### src/rtl/sprite_mover_if.sv
// ----------------------------------------------------------------------------
// sprite_mover_if
// Pixel-stream bus between the sprite engine and the VGA adapter.
//   out_x      : pixel x coordinate
//   out_y      : pixel y coordinate
//   out_colour : pixel colour
//   plot       : pixel write strobe, one pixel per cycle while high
// The master (sprite_mover) drives all four signals from registers; the
// slave (VGA adapter or a testbench) only observes them.
// ----------------------------------------------------------------------------
interface sprite_mover_if;
    logic [7:0] out_x;
    logic [6:0] out_y;
    logic [2:0] out_colour;
    logic       plot;

    modport master (output out_x, output out_y, output out_colour, output plot);
    modport slave  (input  out_x, input  out_y, input  out_colour, input  plot);
endinterface

### src/rtl/sprite_mover.sv
// ----------------------------------------------------------------------------
// sprite_mover
// Animated-rectangle engine: draws a W x H solid rectangle at a latched start
// position, holds it for FRAMES frame ticks of DELAY cycles each, erases it
// with BG_COLOUR, then moves one pixel in the current direction. At the
// screen edges the sprite either wraps (WRAP=1) or bounces (WRAP=0).
//
// Ports:
//   clock      : system clock
//   reset      : synchronous, active-high reset
//   go         : start animation (sampled only in IDLE)
//   halt       : stop after the current hold (sampled only in WAIT)
//   in_x/in_y  : start position, clamped so the sprite stays on screen
//   colour     : sprite colour, latched on go
//   dir        : start direction, 00 up, 01 down, 10 left, 11 right
//   pix        : registered pixel stream (out_x, out_y, out_colour, plot)
//   busy       : high while the engine is active (registered)
//   cur_dir    : current direction including bounce reversals
//   step_count : moves completed since the last go, modulo 256
// ----------------------------------------------------------------------------
module sprite_mover #(
    parameter int         W         = 40,
    parameter int         H         = 10,
    parameter int         SCREEN_W  = 160,
    parameter int         SCREEN_H  = 120,
    parameter int         DELAY     = 833333,
    parameter int         FRAMES    = 15,
    parameter logic [2:0] BG_COLOUR = 3'b111,
    parameter bit         WRAP      = 1'b1
) (
    input  logic                  clock,
    input  logic                  reset,
    input  logic                  go,
    input  logic                  halt,
    input  logic [7:0]            in_x,
    input  logic [6:0]            in_y,
    input  logic [2:0]            colour,
    input  logic [1:0]            dir,
    sprite_mover_if.master        pix,
    output logic                  busy,
    output logic [1:0]            cur_dir,
    output logic [7:0]            step_count
);

    localparam logic [7:0] X_MAX   = 8'(SCREEN_W - W);
    localparam logic [6:0] Y_MAX   = 7'(SCREEN_H - H);
    localparam logic [7:0] CX_LAST = 8'(W - 1);
    localparam logic [6:0] CY_LAST = 7'(H - 1);

    localparam int DLY_W = $clog2(DELAY + 1);
    localparam int FRM_W = $clog2(FRAMES + 1);
    localparam logic [DLY_W-1:0] DLY_LAST = DLY_W'(DELAY - 1);
    localparam logic [FRM_W-1:0] FRM_LAST = FRM_W'(FRAMES - 1);

    localparam logic [1:0] DIR_UP    = 2'b00;
    localparam logic [1:0] DIR_DOWN  = 2'b01;
    localparam logic [1:0] DIR_LEFT  = 2'b10;
    localparam logic [1:0] DIR_RIGHT = 2'b11;

    typedef enum logic [2:0] {
        S_IDLE,
        S_DRAW,
        S_WAIT,
        S_ERASE,
        S_MOVE
    } state_t;

    state_t             state, next_state;
    logic [7:0]         pos_x;
    logic [6:0]         pos_y;
    logic [2:0]         spr_colour;
    logic [7:0]         cx;
    logic [6:0]         cy;
    logic [DLY_W-1:0]   delay_cnt;
    logic [FRM_W-1:0]   frame_cnt;

    logic               scan_last;
    logic               hold_last;
    logic [7:0]         mv_x;
    logic [6:0]         mv_y;
    logic [1:0]         mv_dir;

    assign scan_last = (cx == CX_LAST) && (cy == CY_LAST);
    assign hold_last = (delay_cnt == DLY_LAST) && (frame_cnt == FRM_LAST);

    // NOTE: sequential state uses non-blocking assignments so every register
    // samples pre-edge values, independent of statement order.
    always_ff @(posedge clock) begin
        if (reset) state <= S_IDLE;
        else       state <= next_state;
    end

    // NOTE: next_state gets a default before the case so no path leaves it
    // unassigned, which would infer a latch.
    always_comb begin
        next_state = state;
        unique case (state)
            S_IDLE:  if (go) next_state = S_DRAW;
            S_DRAW:  if (scan_last) next_state = S_WAIT;
            S_WAIT: begin
                // halt takes priority over the end of the hold: the sprite
                // stays drawn.
                if (halt)           next_state = S_IDLE;
                else if (hold_last) next_state = S_ERASE;
            end
            S_ERASE: if (scan_last) next_state = S_MOVE;
            S_MOVE:  next_state = S_DRAW;
            default: next_state = S_IDLE;
        endcase
    end

    // One-pixel move. At an edge the sprite either wraps to the opposite
    // edge or reverses and steps away; with a zero-length axis the bounce
    // leaves the position unchanged.
    always_comb begin
        mv_x   = pos_x;
        mv_y   = pos_y;
        mv_dir = cur_dir;
        case (cur_dir)
            DIR_UP: begin
                if (pos_y != 7'd0)    mv_y = pos_y - 7'd1;
                else if (WRAP)        mv_y = Y_MAX;
                else begin
                    mv_dir = DIR_DOWN;
                    if (Y_MAX != 7'd0) mv_y = 7'd1;
                end
            end
            DIR_DOWN: begin
                if (pos_y != Y_MAX)   mv_y = pos_y + 7'd1;
                else if (WRAP)        mv_y = 7'd0;
                else begin
                    mv_dir = DIR_UP;
                    if (Y_MAX != 7'd0) mv_y = Y_MAX - 7'd1;
                end
            end
            DIR_LEFT: begin
                if (pos_x != 8'd0)    mv_x = pos_x - 8'd1;
                else if (WRAP)        mv_x = X_MAX;
                else begin
                    mv_dir = DIR_RIGHT;
                    if (X_MAX != 8'd0) mv_x = 8'd1;
                end
            end
            default: begin
                if (pos_x != X_MAX)   mv_x = pos_x + 8'd1;
                else if (WRAP)        mv_x = 8'd0;
                else begin
                    mv_dir = DIR_LEFT;
                    if (X_MAX != 8'd0) mv_x = X_MAX - 8'd1;
                end
            end
        endcase
    end

    always_ff @(posedge clock) begin
        if (reset) begin
            pos_x          <= 8'd0;
            pos_y          <= 7'd0;
            spr_colour     <= 3'd0;
            cx             <= 8'd0;
            cy             <= 7'd0;
            delay_cnt      <= '0;
            frame_cnt      <= '0;
            cur_dir        <= DIR_UP;
            step_count     <= 8'd0;
            busy           <= 1'b0;
            pix.out_x      <= 8'd0;
            pix.out_y      <= 7'd0;
            pix.out_colour <= BG_COLOUR;
            pix.plot       <= 1'b0;
        end else begin
            // busy is registered like the pixel outputs, so it rises with the
            // first plotted pixel and falls one edge after leaving WAIT.
            busy     <= (state != S_IDLE);
            pix.plot <= 1'b0;
            unique case (state)
                S_IDLE: begin
                    if (go) begin
                        pos_x      <= (in_x > X_MAX) ? X_MAX : in_x;
                        pos_y      <= (in_y > Y_MAX) ? Y_MAX : in_y;
                        spr_colour <= colour;
                        cur_dir    <= dir;
                        step_count <= 8'd0;
                        cx         <= 8'd0;
                        cy         <= 7'd0;
                    end
                end
                S_DRAW, S_ERASE: begin
                    pix.out_x      <= pos_x + cx;
                    pix.out_y      <= pos_y + cy;
                    pix.out_colour <= (state == S_DRAW) ? spr_colour : BG_COLOUR;
                    pix.plot       <= 1'b1;
                    if (cx == CX_LAST) begin
                        cx <= 8'd0;
                        cy <= (cy == CY_LAST) ? 7'd0 : cy + 7'd1;
                    end else begin
                        cx <= cx + 8'd1;
                    end
                end
                S_WAIT: begin
                    if (halt) begin
                        delay_cnt <= '0;
                        frame_cnt <= '0;
                    end else if (delay_cnt == DLY_LAST) begin
                        delay_cnt <= '0;
                        frame_cnt <= (frame_cnt == FRM_LAST) ? '0 : frame_cnt + 1'b1;
                    end else begin
                        delay_cnt <= delay_cnt + 1'b1;
                    end
                end
                S_MOVE: begin
                    pos_x      <= mv_x;
                    pos_y      <= mv_y;
                    cur_dir    <= mv_dir;
                    step_count <= step_count + 8'd1;
                end
                default: ;
            endcase
        end
    end

endmodule

### src/flat_wrapper.sv
// flat-port wrapper written by rule: the top's interface ports become plain ports
module sprite_mover_flat 
#(
    parameter int         W         = 40,
    parameter int         H         = 10,
    parameter int         SCREEN_W  = 160,
    parameter int         SCREEN_H  = 120,
    parameter int         DELAY     = 833333,
    parameter int         FRAMES    = 15,
    parameter logic [2:0] BG_COLOUR = 3'b111,
    parameter bit         WRAP      = 1'b1
)
  (clock, reset, go, halt, in_x, in_y, colour, dir, busy, cur_dir, step_count, pix_out_x, pix_out_y, pix_out_colour, pix_plot);
  sprite_mover_if pix_i ();
  input  logic clock;
  input  logic reset;
  input  logic go;
  input  logic halt;
  input  logic [7:0] in_x;
  input  logic [6:0] in_y;
  input  logic [2:0] colour;
  input  logic [1:0] dir;
  output logic busy;
  output logic [1:0] cur_dir;
  output logic [7:0] step_count;
  output wire logic [$bits(pix_i.out_x)-1:0] pix_out_x;
  output wire logic [$bits(pix_i.out_y)-1:0] pix_out_y;
  output wire logic [$bits(pix_i.out_colour)-1:0] pix_out_colour;
  output wire logic [$bits(pix_i.plot)-1:0] pix_plot;
  assign pix_out_x = pix_i.out_x;
  assign pix_out_y = pix_i.out_y;
  assign pix_out_colour = pix_i.out_colour;
  assign pix_plot = pix_i.plot;
  sprite_mover #(.W(W), .H(H), .SCREEN_W(SCREEN_W), .SCREEN_H(SCREEN_H), .DELAY(DELAY), .FRAMES(FRAMES), .BG_COLOUR(BG_COLOUR), .WRAP(WRAP)) u_core (.clock(clock), .reset(reset), .go(go), .halt(halt), .in_x(in_x), .in_y(in_y), .colour(colour), .dir(dir), .pix(pix_i), .busy(busy), .cur_dir(cur_dir), .step_count(step_count));
endmodule
### config.mk
export PLATFORM = sky130hd
export DESIGN_NAME = sprite_mover_flat
export DESIGN_NICKNAME = d
export VERILOG_FILES = /design/src/rtl/sprite_mover_if.sv /design/src/rtl/sprite_mover.sv /design/src/flat_wrapper.sv
export SDC_FILE = /design/constraint.sdc
export NUM_CORES = 1
export LEC_CHECK = 0
export ABC_CLOCK_PERIOD_IN_PS = 2100
export CAP_MARGIN = 20
export CORE_MARGIN = 2
export CORE_UTILIZATION = 55
export DETAILED_ROUTE_END_ITERATION = 16
export DONT_BUFFER_PORTS = 1
export GPL_TIMING_DRIVEN = 0
export PLACE_DENSITY = 0.73
export SLEW_MARGIN = 20
export SYNTH_ARGS = -nofsm -noshare
export SYNTH_HDL_FRONTEND = slang
export SYNTH_SLANG_ARGS = --single-unit
### constraint.sdc
create_clock -name clock -period 2.1 [get_ports clock]
set_clock_uncertainty 0.1 [all_clocks]
set_input_delay 0.42 -clock clock [delete_from_list [all_inputs] [get_ports clock]]
set_output_delay 0.42 -clock clock [all_outputs]
set_load 0.05 [all_outputs]
== Word-level counts from Yosys, hierarchy flattened ==
Index checks and enable logic that the tools add are counted.
Word-level totals
  flip-flop bits (word level): 90
  memories kept: 0
  output and inout port bits: 30
  word-level logic and storage cells: 100
  bits in latches: 0
  memory bits (read-only): 0
  RAM bits: 0
Operators by class
  equal/unequal tests: 19
  bitwise operators: 0
  order comparisons: 2
  reductions and logical operators: 20
  $add $sub $neg: 11
  shifts and indexed selects: 0
  multipliers: 0
  div/mod/pow operators: 0
  muxes and demuxes: 33
Operators by type and width (count)
  case mux 8 bit (2 select lines): 4
  two-way mux 7 bit: 7
  two-way mux 8 bit: 6
  case mux 7 bit (2 select lines): 3
  two-way mux 20 bit: 2
  adder 8 x 1 -> 8 bit, second input constant: 3
  adder 20 x 1 -> 20 bit, second input constant: 1
  == test 20 bit, second input constant: 1
  two-way mux 3 bit: 6
  case mux 3 bit (5 select lines): 1
  adder 7 x 1 -> 7 bit, second input constant: 2
  two-way mux 4 bit: 3
  AND reduction 3 bit: 3
  adder 8 bit: 1
  == test 8 x 6 -> 1 bit, second input constant: 1
  > comparator 8 x 7 -> 1 bit, second input constant: 1
  inequality test 8 x 7 -> 1 bit, second input constant: 1
  AND reduction 2 bit: 4
  nonzero test 8 bit: 1
  subtractor 8 x 1 -> 8 bit, second input constant: 1
  adder 7 bit: 1
  == test 7 x 4 -> 1 bit, second input constant: 1
  > comparator 7 bit, second input constant: 1
  inequality test 7 bit, second input constant: 1
  other kinds (21): 29

== Longest topological paths before layout ==
  depth in word-level cells: 5
  depth in mapped cells: 7
  gate-level depth less buffers: 7

== Worst setup path after synthesis ==
OpenSTA, ideal clock, no wires.
  path type: register to register
  from: register u_core.cy[0]
  to: register u_core.state[1]
  arrival: 1.929 ns
  cell stages (with the launch flop): 7
  library setup time: 0.070 ns
  setup slack: 0.001 ns
  clock period less this slack: 2.099 ns
  path through: dfxtp_1 -> ha_1 -> or4b_1 -> nor3b_1 -> a21oi_1 -> or4_1 -> a21oi_1
Between the ends
  cells in the longest elaborated chain, start to end: 4
RTL lines
  start: declaration: line sprite_mover.sv:73  | logic [6:0] cy;
  start signal: assignment: line sprite_mover.sv:195  | cy <= (cy == CY_LAST) ? 7'd0 : cy + 7'd1;
  == test 7 x 4 -> 1 bit *: line sprite_mover.sv:83  | assign scan_last = (cx == CX_LAST) && (cy == CY_LAST);
  logical AND 1 bit *: line sprite_mover.sv:83
  inequality test 2 x 1 -> 1 bit (no line)
  AND reduction 4 bit (no line) *
  end signal: assignment: line sprite_mover.sv:90  | else state <= next_state;
  end: declaration: line sprite_mover.sv:68  | state_t state, next_state;
Every way passes the cells marked *; elsewhere a longest branch is shown, timed or not.
A chain may end at the register's enable or synchronous reset.

== Final worst setup path ==
  from: register u_core.delay_cnt[16]
  to: register u_core.state[1]
Between the ends
  cells in the longest elaborated chain, start to end: 4
RTL lines
  start: declaration: line sprite_mover.sv:74  | logic [DLY_W-1:0] delay_cnt;
  start signal: assignment: line sprite_mover.sv:208  | delay_cnt <= delay_cnt + 1'b1;
  == test 20 bit: line sprite_mover.sv:84  | assign hold_last = (delay_cnt == DLY_LAST) && (frame_cnt == FRM_LAST);
  logical AND 1 bit: line sprite_mover.sv:84
  inequality test 3 x 2 -> 1 bit (no line)
  AND reduction 4 bit (no line)
Every way passes these cells.

==> flow_summary.toml <==
[detailed_routing]
ant_nets = 0
vias = 4981
dr.first_iter.drc_count = 297
drcViolationCount = 0
finalWirelength_mm = 13.8
drtPass1Iterations = 7
routedWlPerCell_microns = 17.0
vias_per_cell = 6.10

[outcome]
failed_checks = "negative setup slack"
status = "finished with violations"

[synth]
syn_area_sq_um = 5280
synth-seq-area-share_pct = 34.2
ys_seq_elements = 90
synth_ff_type = "dfxtp_1"
syn_nets = 707
ys_types = 70
synth_edf_count = 0
syn_inst = 653
synth_area_per_cell_sq_um = 8.08
synth_async_sr_flop_share_pct = 0
yosysWarnings = 0

[placed_design]
hpwl_mm = 9.73
io_buffers = 0
place_congestion = 0.920

[timing]
hold_viol = 0
timing.fmax_mhz = 476
slew_headroom_pct = 50.1
final.setup.worst_slack_ns = -0.000359
worstMarginPinSlew_ns = 0.748
rsz0062_at_grt = "yes"
min_period_ns = 2.10
timing.final.crit_share_pct = 100
setup_violations = 1
drv_slew = 0

[worst_hold_path]
hp-start = "dir[0]"
hold-path-cell-count = 2
whs_endpoint = "u_core.cur_dir[0]"
min_path_type = "in2reg"

[critical_path]
worstRegToRegCells = 5
cp-start-kind = "flop"
cp.arrival_ns = 2.30
end_kind = "flop"
required_ns = 2.30
reg2reg_to = "u_core.state[1]"
rrSetupSlack_ns = -0.0004
worst-setup-path-type = "reg2reg"
r2r_start = "u_core.delay_cnt[16]"
crit_fanout = 5

[final_layout]
syn_to_final_growth_pct = 15.4
final_util_pct = 65.6
fillers = 791
final_nets = 736
n_antenna_cell = 0
drive_gt1_share_pct = 17.5

[die]
fp.dieArea_sq_um = 10400
core_sq_um = 9280
die_x_microns = 102
io_pins = 54
initial_utilization_pct = 56.8
die_h_microns = 102
rows = 35

[pwr]
cellLeakagePower_nw = 2.27
power_density_nw_per_um2 = 729
ir_drop_uv = 471
power_mw = 4.44

[global_route]
grt_pass1_vias = 4590
antenna_found_initial = 0
grt_usage_pct = 26.3
overflow = 0
grt_max_degree = 17
grt_pass1_wl_mm = 21.7

[clock_network]
cts_root_buffer = "clkbuf_8"
hold_buffers = 0
cts_buffers = 9
path_clk_slew_ns = 0.10
cts.sinks = 90
htree_levels = 3
cts_tree = "built"
worstSkewPairLatency_ns = 0.37
clk_path_buf_depth = 2

[flow_run]
cap_violations = 0
## worst max-delay path by stage
stage | start | end | slack [ns] | depth (start not counted)
finish | u_core.delay_cnt[16] | u_core.state[1] | -0.0004 | 5
global route | u_core.cy[1] | u_core.state[1] | -0.04 | 7
CTS | u_core.state[0] | u_core.pos_x[3] | -0.07 | 6
detailed placement | u_core.pos_x[3] | u_core.pos_x[1] | -0.32 | 6
global placement | u_core.pos_y[2] | u_core.pos_y[1] | -0.31 | 6
floorplan | u_core.cy[0] | u_core.state[1] | 0.0009 | 6
## Yosys cell counts (5+ instances only)
cell | number | share of area, %
dfxtp_1 | 90 | 34
mux2i_1 | 5 | 0.95
nand2b_1 | 6 | 0.71
xnor2_1 | 28 | 4.6
clkbuf_1 | 25 | 1.8
nor2_1 | 74 | 5.3
nor3b_1 | 6 | 0.85
a31oi_1 | 10 | 1.2
a211oi_1 | 11 | 1.6
nor4_1 | 10 | 1.2
a21oi_1 | 45 | 4.3
and3_1 | 8 | 0.95
nand4_1 | 12 | 1.4
nand3_1 | 26 | 2.5
inv_1 | 20 | 1.4
or3_1 | 5 | 0.59
nor3_1 | 21 | 2.0
o21ai_0 | 29 | 2.8
o221ai_1 | 5 | 0.83
nor4b_1 | 6 | 1.0
ha_1 | 28 | 6.6
buf_2 | 5 | 0.47
xor2_1 | 22 | 3.7
nand2_1 | 74 | 5.3
## cell type report
class	count	area (sq um)	share of cell area, %
clock inverter	7	76.3	1.25
sequential	90	1830	30.1
timing repair buffer	20	154	2.53
clock buffer	9	124	2.03
multi-input combinational	509	3480	57.1
buffer	32	185	3.04
inverter	20	77.6	1.27
tap	129	161	2.65
## per-layer routing
layer	up-vias	GRT usage, %	wire, microns
met5	-	0	0
met4	0	9.13	228
met3	28	5.88	1280
met2	210	40.4	6160
met1	2356	36.6	6170
li1	2387	-	-
## placed cells by master, fill, tap and decap left out, drive strengths merged, types with 3 or more instances in the layout
cell type	instances
xnor2	28
a21oi	46
and3	8
nand2	74
o221ai	5
nor2	78
nor4b	6
o211ai	4
nor3	22
nor2b	4
mux2	4
or3	5
nand2b	6
clkbuf	31
nand4	12
ha	28
o21ai	30
a211oi	11
a311oi	3
nor4	11
nor3b	7
nand3	26
dfxtp	90
a21o	4
buf	30
o31ai	6
o41ai	3
a31oi	10
mux2i	5
or4	5
inv	23
xor2	22
## critical path: stages (launching register included)
cell	delay (ns)
dfxtp_1	0.37
nor4b_2	0.35
and4_2	0.32
a31oi_1	0.20
or4_4	0.54
a21oi_2	0.16
## flip-flops by register name (all words and copies together) (netlist names)
name,cells
u_core.step_count,8
u_core.pos_x,8
u_core.frame_cnt,4
u_core.busy,1
u_core.spr_colour,3
u_core.pix.out_colour,3
u_core.state,3
u_core.cy,7
u_core.delay_cnt,20
u_core.cx,8
u_core.cur_dir,2
u_core.pos_y,7
u_core.pix.out_y,7
u_core.pix.out_x,8
u_core.pix.plot,1
## timing repair
action                                  in CTS  in global routing
resized for setup                           32                 72
setup buffers                               11                  9
pin swaps                                    6                  7
endpoints found under the setup margin      47                 65
## power by group
group          leakage (nW)  internal [mW]  total (mW)  switching (mW)
clock network        0.0966          0.561        1.24           0.681
logic                  1.43          0.454        1.10           0.642
registers             0.738           1.82        2.10           0.285
total                  2.27           2.83        4.44            1.61
## through the flow
| step | instances | worst slack, ns | area [sq um] | setup TNS, ns | hold slack (ns) |
|---|---|---|---|---|---|
| 2_1_floorplan | 653 | 0.000878 | 5280 | 0 | 0.336 |
| 3_3_place_gp | 782 | -0.314 | 5440 | -6.31 | 0.346 |
| 3_5_place_dp | 782 | -0.325 | 5440 | -7.48 | 0.358 |
| 4_1_cts | 809 | -0.0700 | 5830 | -0.140 | 0.0642 |
| 5_1_grt | 816 | -0.0395 | 6090 | -0.0894 | 0.0725 |
| 6_report | 816 | -0.000359 | 6090 | -0.000359 | 0.0692 |
## logic make-up after synthesis
| family | after synthesis | synth area share [%] |
|---|---|---|
| AOI/OAI and AO/OA | 141 | 17.4 |
| xor gates and xnor gates | 50 | 8.30 |
| adders and majority gates | 30 | 7.40 |
| buffers and inverters | 54 | 4.25 |
| DFF | 90 | 34.2 |
| muxes | 9 | 1.80 |
| and+or+nand+nor | 279 | 26.7 |
Note: power is estimated with default switching activity, not from simulation.
